File: src/rtl/uart_pkg.sv
// Shared UART definitions: baud select, RX/TX divisors, RX state encoding.
package uart_pkg;

  typedef logic [2:0] baud_sel_t;

  localparam int DIV_W = 9;
  // RX oversample divisors: tick period = DIV+1 clocks at 50 MHz, 16 ticks/bit
  localparam logic [DIV_W-1:0] RX_DIV_9600   = 9'd324;
  localparam logic [DIV_W-1:0] RX_DIV_19200  = 9'd162;
  localparam logic [DIV_W-1:0] RX_DIV_38400  = 9'd80;
  localparam logic [DIV_W-1:0] RX_DIV_57600  = 9'd53;
  localparam logic [DIV_W-1:0] RX_DIV_115200 = 9'd26;

  localparam int TX_DIV_W = 13;
  localparam logic [TX_DIV_W-1:0] TX_DIV_9600   = 13'd5207;
  localparam logic [TX_DIV_W-1:0] TX_DIV_19200  = 13'd2603;
  localparam logic [TX_DIV_W-1:0] TX_DIV_38400  = 13'd1301;
  localparam logic [TX_DIV_W-1:0] TX_DIV_57600  = 13'd867;
  localparam logic [TX_DIV_W-1:0] TX_DIV_115200 = 13'd433;

  typedef enum logic [1:0] {IDLE, START, DATA, STOP} rx_state_t;

  localparam logic START_BIT = 1'b0;
  localparam logic STOP_BIT  = 1'b1;

  function automatic logic [DIV_W-1:0] rx_div(input baud_sel_t sel);
    case (sel)
      3'd1:    return RX_DIV_19200;
      3'd2:    return RX_DIV_38400;
      3'd3:    return RX_DIV_57600;
      3'd4:    return RX_DIV_115200;
      default: return RX_DIV_9600;
    endcase
  endfunction

  function automatic logic [TX_DIV_W-1:0] tx_div(input baud_sel_t sel);
    case (sel)
      3'd1:    return TX_DIV_19200;
      3'd2:    return TX_DIV_38400;
      3'd3:    return TX_DIV_57600;
      3'd4:    return TX_DIV_115200;
      default: return TX_DIV_9600;
    endcase
  endfunction

endpackage

File: src/rtl/uart_rx_sync.sv
// Multi-flop synchronizer for the async serial line plus falling-edge detect.
module uart_rx_sync #(
  parameter int SYNC_STAGES = 2
) (
  input  logic clk,
  input  logic rst,
  input  logic rx_in,
  output logic rx_s,
  output logic rx_fall
);

  logic [SYNC_STAGES-1:0] sync_q, sync_d;
  logic                   prev_q, prev_d;

  always_comb begin
    sync_d = {sync_q[SYNC_STAGES-2:0], rx_in};
    prev_d = sync_q[SYNC_STAGES-1];
  end

  // Reset to the idle level so a released reset never looks like a start edge
  always_ff @(posedge clk) begin
    if (rst) begin
      sync_q <= '1;
      prev_q <= 1'b1;
    end else begin
      sync_q <= sync_d;
      prev_q <= prev_d;
    end
  end

  assign rx_s    = sync_q[SYNC_STAGES-1];
  assign rx_fall = prev_q & ~rx_s;

endmodule

File: src/rtl/uart_byte_rx.sv
// 16x oversampled 8N1 byte receiver with 2-of-3 mid-bit vote, done/frame-error strobes.
module uart_byte_rx
  import uart_pkg::*;
#(
  parameter int SYNC_STAGES = 2
) (
  input  logic       Clk,
  input  logic       Rst,
  input  logic [2:0] Baud_Set,
  input  logic       uart_rx,
  output logic [7:0] data_byte,
  output logic       Rx_Done,
  output logic       frame_err,
  output logic       uart_state
);

  logic rx_s, rx_fall;

  uart_rx_sync #(.SYNC_STAGES(SYNC_STAGES)) u_sync (
    .clk    (Clk),
    .rst    (Rst),
    .rx_in  (uart_rx),
    .rx_s   (rx_s),
    .rx_fall(rx_fall)
  );

  rx_state_t        state_q, state_d;
  logic [DIV_W-1:0] div_q, div_d;
  logic [DIV_W-1:0] div_cnt_q, div_cnt_d;
  logic [3:0]       tick_cnt_q, tick_cnt_d;
  logic [2:0]       bit_cnt_q, bit_cnt_d;
  logic [1:0]       samp_q, samp_d;
  logic [7:0]       shift_q, shift_d;
  logic [7:0]       data_q, data_d;
  logic             done_q, done_d;
  logic             ferr_q, ferr_d;

  logic tick, vote, bound, maj;

  assign tick  = (state_q != IDLE) && (div_cnt_q == div_q);
  assign vote  = tick && (tick_cnt_q == 4'd9);
  assign bound = tick && (tick_cnt_q == 4'd15);
  // Third vote sample is the live synchronized line on the vote tick
  assign maj   = (samp_q[0] & samp_q[1]) | (samp_q[0] & rx_s) | (samp_q[1] & rx_s);

  always_comb begin
    state_d    = state_q;
    div_d      = div_q;
    div_cnt_d  = '0;
    tick_cnt_d = tick_cnt_q;
    bit_cnt_d  = bit_cnt_q;
    samp_d     = samp_q;
    shift_d    = shift_q;
    data_d     = data_q;
    done_d     = 1'b0;
    ferr_d     = 1'b0;

    if (state_q != IDLE) begin
      div_cnt_d = tick ? '0 : div_cnt_q + 9'd1;
      if (tick) tick_cnt_d = tick_cnt_q + 4'd1;
      if (tick && tick_cnt_q == 4'd7) samp_d[0] = rx_s;
      if (tick && tick_cnt_q == 4'd8) samp_d[1] = rx_s;
    end

    case (state_q)
      IDLE: begin
        if (rx_fall) begin
          state_d    = START;
          tick_cnt_d = '0;
          div_d      = rx_div(Baud_Set);
        end
      end
      START: begin
        if (vote && maj != START_BIT) begin
          state_d = IDLE;
        end else if (bound) begin
          state_d   = DATA;
          bit_cnt_d = '0;
        end
      end
      DATA: begin
        if (vote) shift_d = {maj, shift_q[7:1]};
        if (bound) begin
          bit_cnt_d = bit_cnt_q + 3'd1;
          if (bit_cnt_q == 3'd7) state_d = STOP;
        end
      end
      STOP: begin
        // Leave at mid-stop so a back-to-back start edge is not missed
        if (vote) begin
          state_d = IDLE;
          if (maj == STOP_BIT) begin
            data_d = shift_q;
            done_d = 1'b1;
          end else begin
            ferr_d = 1'b1;
          end
        end
      end
      default: state_d = IDLE;
    endcase
  end

  always_ff @(posedge Clk) begin
    if (Rst) begin
      state_q    <= IDLE;
      div_q      <= RX_DIV_9600;
      div_cnt_q  <= '0;
      tick_cnt_q <= '0;
      bit_cnt_q  <= '0;
      samp_q     <= '1;
      shift_q    <= '0;
      data_q     <= '0;
      done_q     <= 1'b0;
      ferr_q     <= 1'b0;
    end else begin
      state_q    <= state_d;
      div_q      <= div_d;
      div_cnt_q  <= div_cnt_d;
      tick_cnt_q <= tick_cnt_d;
      bit_cnt_q  <= bit_cnt_d;
      samp_q     <= samp_d;
      shift_q    <= shift_d;
      data_q     <= data_d;
      done_q     <= done_d;
      ferr_q     <= ferr_d;
    end
  end

  assign data_byte  = data_q;
  assign Rx_Done    = done_q;
  assign frame_err  = ferr_q;
  assign uart_state = (state_q != IDLE);

endmodule

File: config.mk
export PLATFORM = sky130hd
export DESIGN_NAME = uart_byte_rx
export DESIGN_NICKNAME = d
export VERILOG_FILES = /design/src/rtl/uart_pkg.sv /design/src/rtl/uart_rx_sync.sv /design/src/rtl/uart_byte_rx.sv
export SDC_FILE = /design/constraint.sdc
export NUM_CORES = 1
export LEC_CHECK = 0
export CORE_ASPECT_RATIO = 1.75
export CORE_MARGIN = 2
export CORE_UTILIZATION = 41
export DETAILED_ROUTE_END_ITERATION = 7
export PLACE_DENSITY_LB_ADDON = 0.1
export SYNTH_ARGS = -nofsm -noshare
export SYNTH_HDL_FRONTEND = slang
export SYNTH_HIERARCHICAL = 1
export SYNTH_SLANG_ARGS = --single-unit
File: constraint.sdc
create_clock -name Clk -period 4.5 [get_ports Clk]
set_input_delay 1.35 -clock Clk [delete_from_list [all_inputs] [get_ports Clk]]
set_output_delay 1.35 -clock Clk [all_outputs]
set_load 0.02 [all_outputs]
==> reports/metrics.csv, run 1 <==
stage;metric;value;unit
worst_setup_path;crit_slowest_cell;clkdlybuf4s50_1;
pwr;power;0.864;mW
clock_network;clk_latency;0.30;ns
sta;fin_ws;1.54;ns
global_route;grt_pass1_vias;1579;
clock_network;clkSinkCount;50;
sta;rsz0062_at_grt;false;
clock_network;cts_hold_buf;0;
worst_setup_path;worstSetupPathType;flip-flop to output port;
sta;fmax;338;MHz
cells_and_area;nNetsFinal;268;
floorplanning;io_pins;17;
worst_setup_path;crit_path_cell_trace;nor2_2 -> clkinv_2 -> clkdlybuf4s50_1;
logic_synthesis;synth-seq-cells;50;
sta;whs;0.414;ns
cells_and_area;area_growth;15.9;%
sta;fin_tns_setup;0;ns
placed_design;port_buffers;16;
pwr;p_leak;0.872;nW
clock_network;cts_buffer_depth;2;
sta;slew_headroom;50.8;%
sta;skew;0.00570;ns
sta;finalSetupViolCount;0;
worst_setup_path;worstPathArrival;1.61;ns
worst_setup_path;cp.required;3.15;ns
worst_setup_path;path_depth;3;
global_route;grt_max_degree;27;
cells_and_area;nFillCells;525;
clock_network;ctsResizeCount;0;
worst_setup_path;critPathCapture;uart_state;
logic_synthesis;syn_nets;251;
sta;finalCritPeriodShare;65.7;%
worst_setup_path;crit_family;buffers and inverters;
hold_path;min_path_type;flip-flop to flip-flop;
floorplanning;dieHeight;102;µm
cells_and_area;multi_input_area;1200;µm²
placed_design;gp_congestion;0.724;
worst_setup_path;r2r_setup_slack;2.45;ns
worst_setup_path;path_max_fanout;9;
placed_design;place_ws;1.55;ns
sta;hold_viol;0;
logic_synthesis;syn_avg_cell_area;9.47;µm²
logic_synthesis;syn_inst;239;
routing;vias_per_cell;4.94;
global_route;track_usage;15.6;%
worst_setup_path;end_kind;output port;
floorplanning;dieArea;6150;µm²
worst_setup_path;worstReg2RegEnd;data_byte[3];
clock_network;cts_tree;done;
routing;dr.pass1.iters;4;
clock_network;cts_setup_buffers;0;
worst_setup_path;slowest_delay;0.55;ns
pwr;pwr_density_cell;329;nW/µm²
sta;slew_violations;0;
cells_and_area;n_antenna_cell;0;
global_route;grt_pass1_wl;7.33;mm
logic_synthesis;yosysWarnings;6;
routing;antenna_left;0;
job;maxCapViolations;0;
logic_synthesis;synth_area;2260;µm²
cells_and_area;seqCellArea;1000;µm²
routing;detail_route.wl_per_cell;12.7;µm
cells_and_area;utilization;49.5;%
sta;max_slew.worst_pin.slew;0.733;ns
clock_network;cts_max_level;2;
clock_network;cts.reportedPaths.clkPinSlew;0.09;ns
logic_synthesis;yosysUniqueCellTypes;39;
worst_setup_path;worst-r2r-cell-count;6;
floorplanning;start_util;42.7;%
clock_network;clock-root-buffer;clkbuf_8;
routing;dr_total_vias;1635;
floorplanning;core.rowCount;35;
worst_setup_path;start_kind;flip-flop;
clock_network;cts_buffers;5;
cells_and_area;drive_above_1_share;8.56;%
worst_setup_path;r2r_start;tick_cnt_q[0];
floorplanning;die_w;60.2;µm
global_route;grt-ovfl-total;0;
sta;finalCriticalPeriod;2.96;ns
placed_design;post-dp-hpwl;3.02;mm
pwr;ir_drop;0.000160;V
routing;initialDrtViolationCount;58;
status;status;complete, no violations;
floorplanning;coreArea;5300;µm²
routing;routed_wl;4.20;mm
routing;drc_errors;0;
worst_setup_path;crit_buf_inv;2;
logic_synthesis;ys_seq_area_share;44.2;%
global_route;antenna_found_initial;0;
-- how the worst min path moves through the flow --
stage	start	endpoint	slack, ns	cells past startpoint
2_1_floorplan	u_sync/sync_q[0]	u_sync/sync_q[1]	0.39	1
3_3_place_gp	u_sync/sync_q[0]	u_sync/sync_q[1]	0.39	1
3_5_place_dp	u_sync/sync_q[0]	u_sync/sync_q[1]	0.40	1
4_1_cts	u_sync/sync_q[0]	u_sync/sync_q[1]	0.42	1
5_1_grt	u_sync/sync_q[0]	u_sync/sync_q[1]	0.44	1
6_report	u_sync/sync_q[0]	u_sync/sync_q[1]	0.41	1
-- cell type report --
type	instances	area share [%]
repair buffers	17	6.39
multi-input cells	175	45.6
clock inverters	3	2.62
clock buffers	5	2.62
inverters	7	1.05
flip-flops and latches	50	38.1
well taps	74	3.53
-- worst reg2reg max path, cell delays in order, from the launching register on --
cell and delay [ns]:
dfxtp_1 0.41, ha_1 0.17, and3b_1 0.24, nand4_1 0.20, nor4_4 0.60, mux2i_1 0.27, nor2_1 0.05
-- where the power goes --
part	internal, mW	leakage [nW]	switching [mW]
Clock	0.223	0.0683	0.153
Sequential	0.446	0.404	0.00407
Combinational	0.0153	0.399	0.0228
-- state kept, by name, indices dropped and copies added, names as in the netlist, named ones only --
| name | count |
|---|---|
| samp_q | 2 |
| div_cnt_q | 9 |
| frame_err | 1 |
| state_q | 1 |
| shift_q | 8 |
| div_q | 9 |
| Rx_Done | 1 |
| tick_cnt_q | 4 |
| u_sync/sync_q | 2 |
| bit_cnt_q | 3 |
| u_sync/prev_q | 1 |
| data_byte | 8 |
-- synth_stat cells --
library cell	count	area, µm²
nor2_2	1	6.26
buf_1	1	3.75
xnor2_2	7	114
inv_1	6	22.5
xnor2_1	8	70.1
a211o_1	3	26.3
nor2b_1	1	6.26
nor3_1	9	45.0
dfxtp_1	50	1000
clkbuf_1	4	15.0
xor2_1	2	17.5
o21ai_0	6	30.0
o31a_1	1	8.76
nor4_4	2	42.5
buf_6	1	11.3
or3_1	3	18.8
and3b_1	1	8.76
nand4_4	2	42.5
o21a_1	2	15.0
nand2_1	12	45.0
ha_1	6	75.1
maj3_1	1	10.0
nand3_1	8	40.0
nand2b_1	5	31.3
and3_1	4	25.0
nor2_1	42	158
and2b_1	1	7.51
buf_4	1	7.51
or4_1	1	7.51
mux2i_1	18	180
nand3b_1	2	15.0
clkinv_2	1	5.00
or2_1	3	18.8
a21oi_1	17	85.1
nor4_1	2	12.5
o31ai_1	1	7.51
nor3b_1	2	15.0
and2_1	1	6.26
nand4_1	1	6.26
-- placed cells by master (no fill, tap or decap), types with 2 or more instances in the layout --
master | Yosys | layout
o21a_1 | 2 | 2
bufinv_16 | 0 | 2
dfxtp_1 | 50 | 50
a21oi_1 | 17 | 17
mux2i_1 | 18 | 18
xnor2_2 | 7 | 7
nor3b_1 | 2 | 2
or3_1 | 3 | 3
ha_1 | 6 | 6
a211o_1 | 3 | 3
xnor2_1 | 8 | 8
nand2_1 | 12 | 12
and3_1 | 4 | 4
nand2b_1 | 5 | 5
nand3_1 | 8 | 8
or2_1 | 3 | 3
clkbuf_8 | 0 | 5
nor4_1 | 2 | 2
nor2_1 | 42 | 42
clkdlybuf4s50_1 | 0 | 16
inv_1 | 6 | 6
nor3_1 | 9 | 9
nand3b_1 | 2 | 2
nand4_4 | 2 | 2
nor4_4 | 2 | 2
o21ai_0 | 6 | 6
xor2_1 | 2 | 2
-- metrics by stage --
step	instance area [µm²]	instances
finish	2620	331
global route	2620	331
CTS	2620	331
detailed placement	2490	323
global placement	2490	323
floorplan	2260	239
-- routing by layer --
layer	part of all wire [%]	vias up	GRT usage, %
li1	-	846	-
met1	43	767	19.0
met2	53	17	26.7
met3	1.8	5	2.28
met4	1.6	0	6.67
met5	0	-	0
-- cell families after synthesis --
group,Yosys count,share of synthesized area (%)
XOR/XNOR,17,8.90
AO/OA/AOI/OAI,30,7.63
buffers and inverters,14,2.87
AND/OR/NAND/NOR,103,24.7
adder cells (fa/ha/maj),7,3.76
multiplexers,18,7.96
flip-flops,50,44.2
Note: power is estimated with default switching activity, not from simulation.
==> run 2, diff against run 1 <==
- clock period: 4.5 -> 2.5 ns (I/O delays scaled with it)
==> run 2 against run 1 <==
  * Wire length grew 1.3%
  * Combinational power is 85% higher
  * First-iteration DRC count down 24%
  * Via count increased by 0.80%
  * Cell count rose by 0.91%
  * Cell area grew 0.24%
  * Non-clock buffer count rose by 3
  * Clock skew fell by 0.0013 ns
  * Global-route usage is 0.055 points higher
  * Critical path type unchanged
  * Critical endpoint unchanged
==> reports/metrics.csv, run 2 (synthesis results as in run 1) <==
stage;metric;value;unit;change
global_route;grt_max_degree;40;;+48%
routing;vias_per_cell;4.93;;-0.11%
placed_design;place_area;2520;µm²;+1.4%
sta;max_slew.worst_pin.slew;0.663;ns;-0.0701 ns
routing;drc_errors;0;;unchanged
cells_and_area;seqCellArea;1000;µm²;unchanged
global_route;grt_pass1_vias;1628;;+3.1%
routing;dr_total_vias;1648;;+0.80%
job;maxCapViolations;0;;unchanged
clock_network;clk_latency;0.29;ns;about the same
cells_and_area;mostFrequentLayoutCells;dfxtp_1 (50), nor2_1 (42), mux2i_1 (18), a21oi_1 (17), clkdlybuf4s50_1 (16);;
routing;dr.pass1.iters;4;;unchanged
hold_path;min_path_type;flip-flop to flip-flop;;
worst_setup_path;cp.required;1.75;ns;-1.40 ns
floorplanning;dieHeight;102;µm;unchanged
placed_design;post-dp-hpwl;3.08;mm;+1.9%
hold_path;min_from;u_sync/sync_q[0];;
worst_setup_path;worstSetupPathType;flip-flop to output port;;
floorplanning;core.rowCount;35;;unchanged
pwr;pwr_density_cell;547;nW/µm²;+66%
worst_setup_path;crit_buf_inv;2;;unchanged
sta;finalSetupViolCount;0;;unchanged
clock_network;clkSinkCount;50;;unchanged
sta;slew_headroom;55.4;%;+4.6 points
global_route;antenna_found_initial;0;;unchanged
placed_design;port_buffers;16;;unchanged
worst_setup_path;worst-r2r-cell-count;6;;unchanged
worst_setup_path;start_kind;flip-flop;;
clock_network;ctsResizeCount;0;;unchanged
placed_design;gp_congestion;0.721;;-0.47%
routing;routed_wl;4.26;mm;+1.3%
cells_and_area;final-instance-count-excl-fill;334;;+0.91%
clock_network;cts_max_level;2;;unchanged
cells_and_area;nFillCells;529;;+0.76%
worst_setup_path;worstReg2RegEnd;samp_q[1];;
routing;detail_route.wl_per_cell;12.7;µm;+0.38%
worst_setup_path;worstPathArrival;1.57;ns;-0.04 ns
worst_setup_path;crit_path_cell_trace;nor2_2 -> clkinv_2 -> clkdlybuf4s50_1;;
placed_design;place_inst;326;;+0.93%
sta;fin_tns_setup;0;ns;unchanged
cells_and_area;drive_above_1_share;9.62;%;+1.1 points
worst_setup_path;slowest_delay;0.55;ns;about the same
clock_network;clock-root-buffer;clkbuf_8;;
sta;fin_ws;0.185;ns;-1.36 ns
floorplanning;start_util;42.7;%;unchanged
clock_network;cts_tree;done;;
clock_network;cts_buffers;5;;unchanged
sta;skew;0.00436;ns;-0.00133 ns
cells_and_area;multi_input_area;1200;µm²;unchanged
cells_and_area;n_antenna_cell;0;;unchanged
cells_and_area;layout.cell_area.non_filler;2630;µm²;+0.24%
pwr;ir_drop;0.000465;V;+190%
worst_setup_path;end_kind;output port;;
floorplanning;coreArea;5300;µm²;unchanged
sta;rsz0062_at_grt;false;;
clock_network;cts_hold_buf;0;;unchanged
cells_and_area;top_regs;div_cnt_q (9), div_q (9);;
worst_setup_path;r2r_setup_slack;0.50;ns;-1.95 ns
sta;fmax;432;MHz;
worst_setup_path;crit_family;buffers and inverters;;
sta;finalCriticalPeriod;2.32;ns;
worst_setup_path;path_max_fanout;9;;unchanged
global_route;track_usage;15.7;%;+0.055 points
floorplanning;io_pins;17;;unchanged
floorplanning;dieArea;6150;µm²;unchanged
floorplanning;die_w;60.2;µm;unchanged
routing;antenna_left;0;;unchanged
pwr;p_leak;0.882;nW;+1.2%
sta;hold_viol;0;;unchanged
placed_design;place_ws;0.455;ns;-1.10 ns
global_route;grt_pass1_wl;7.36;mm;+0.48%
cells_and_area;final_common_cell;dfxtp_1;;
worst_setup_path;crit_slowest_cell;clkdlybuf4s50_1;;
sta;finalCritPeriodShare;92.6;%;
hold_path;whs_path_depth;1;;unchanged
clock_network;cts.reportedPaths.clkPinSlew;0.09;ns;about the same
cells_and_area;area_growth;16.2;%;
clock_network;cts_setup_buffers;0;;unchanged
sta;slew_violations;0;;unchanged
routing;initialDrtViolationCount;44;;-24%
cells_and_area;nNetsFinal;271;;+1.1%
status;status;complete, no violations;;
global_route;grt-ovfl-total;0;;unchanged
pwr;power;1.44;mW;+67%
clock_network;cts_buffer_depth;2;;unchanged
hold_path;min_to;u_sync/sync_q[1];;
## run 2: final cells by class
class / instances / area share, %
inverters: 7 / 1.05
repair buffers: 20 / 7.71
multi-input cells: 175 / 45.5
flip-flops and latches: 50 / 38.1
clock inverters: 3 / 1.52
clock buffers: 5 / 2.62
well taps: 74 / 3.52
## run 2: metrics by stage
step | util, % | hold slack, ns
2_1_floorplan | - | 0.385
3_3_place_gp | 47.6 | 0.393
3_5_place_dp | 47.6 | 0.403
5_1_grt | 49.6 | 0.457
6_report | 49.6 | 0.417
4_1_cts | 49.6 | 0.423
## run 2: worst reg2reg max path: stages (launching register included)
cell	delay, ns
dfxtp_1	0.48
nor2_2	0.11
clkinv_2	0.08
nand4_4	0.17
or3_1	0.56
o21a_1	0.23
a211o_1	0.26
## run 2: power breakdown
group	switching [mW]	total [mW]	internal (mW)
combinational	0.0408	0.0706	0.0298
clock	0.263	0.557	0.295
sequential	0.00712	0.810	0.803
## run 2: how the worst max path moves through the flow
| stage | startpoint | end | cells after the start |
|---|---|---|---|
| finish | flip-flop | uart_state | 3 |
| global route | flip-flop | uart_state | 3 |
| CTS | flip-flop | uart_state | 3 |
| detailed placement | Baud_Set[1] | div_q[8] | 5 |
| global placement | Baud_Set[1] | div_q[8] | 5 |
| floorplan | flip-flop | samp_q[1] | 8 |
## run 2: routing by layer
layer | wire length (µm) | GRT usage [%] | part of all wire, %
met1 | 1840 | 18.1 | 43
met2 | 2250 | 27.8 | 53
met3 | 97 | 2.66 | 2.3
met5 | 0 | 0 | 0
met4 | 68 | 6.15 | 1.6
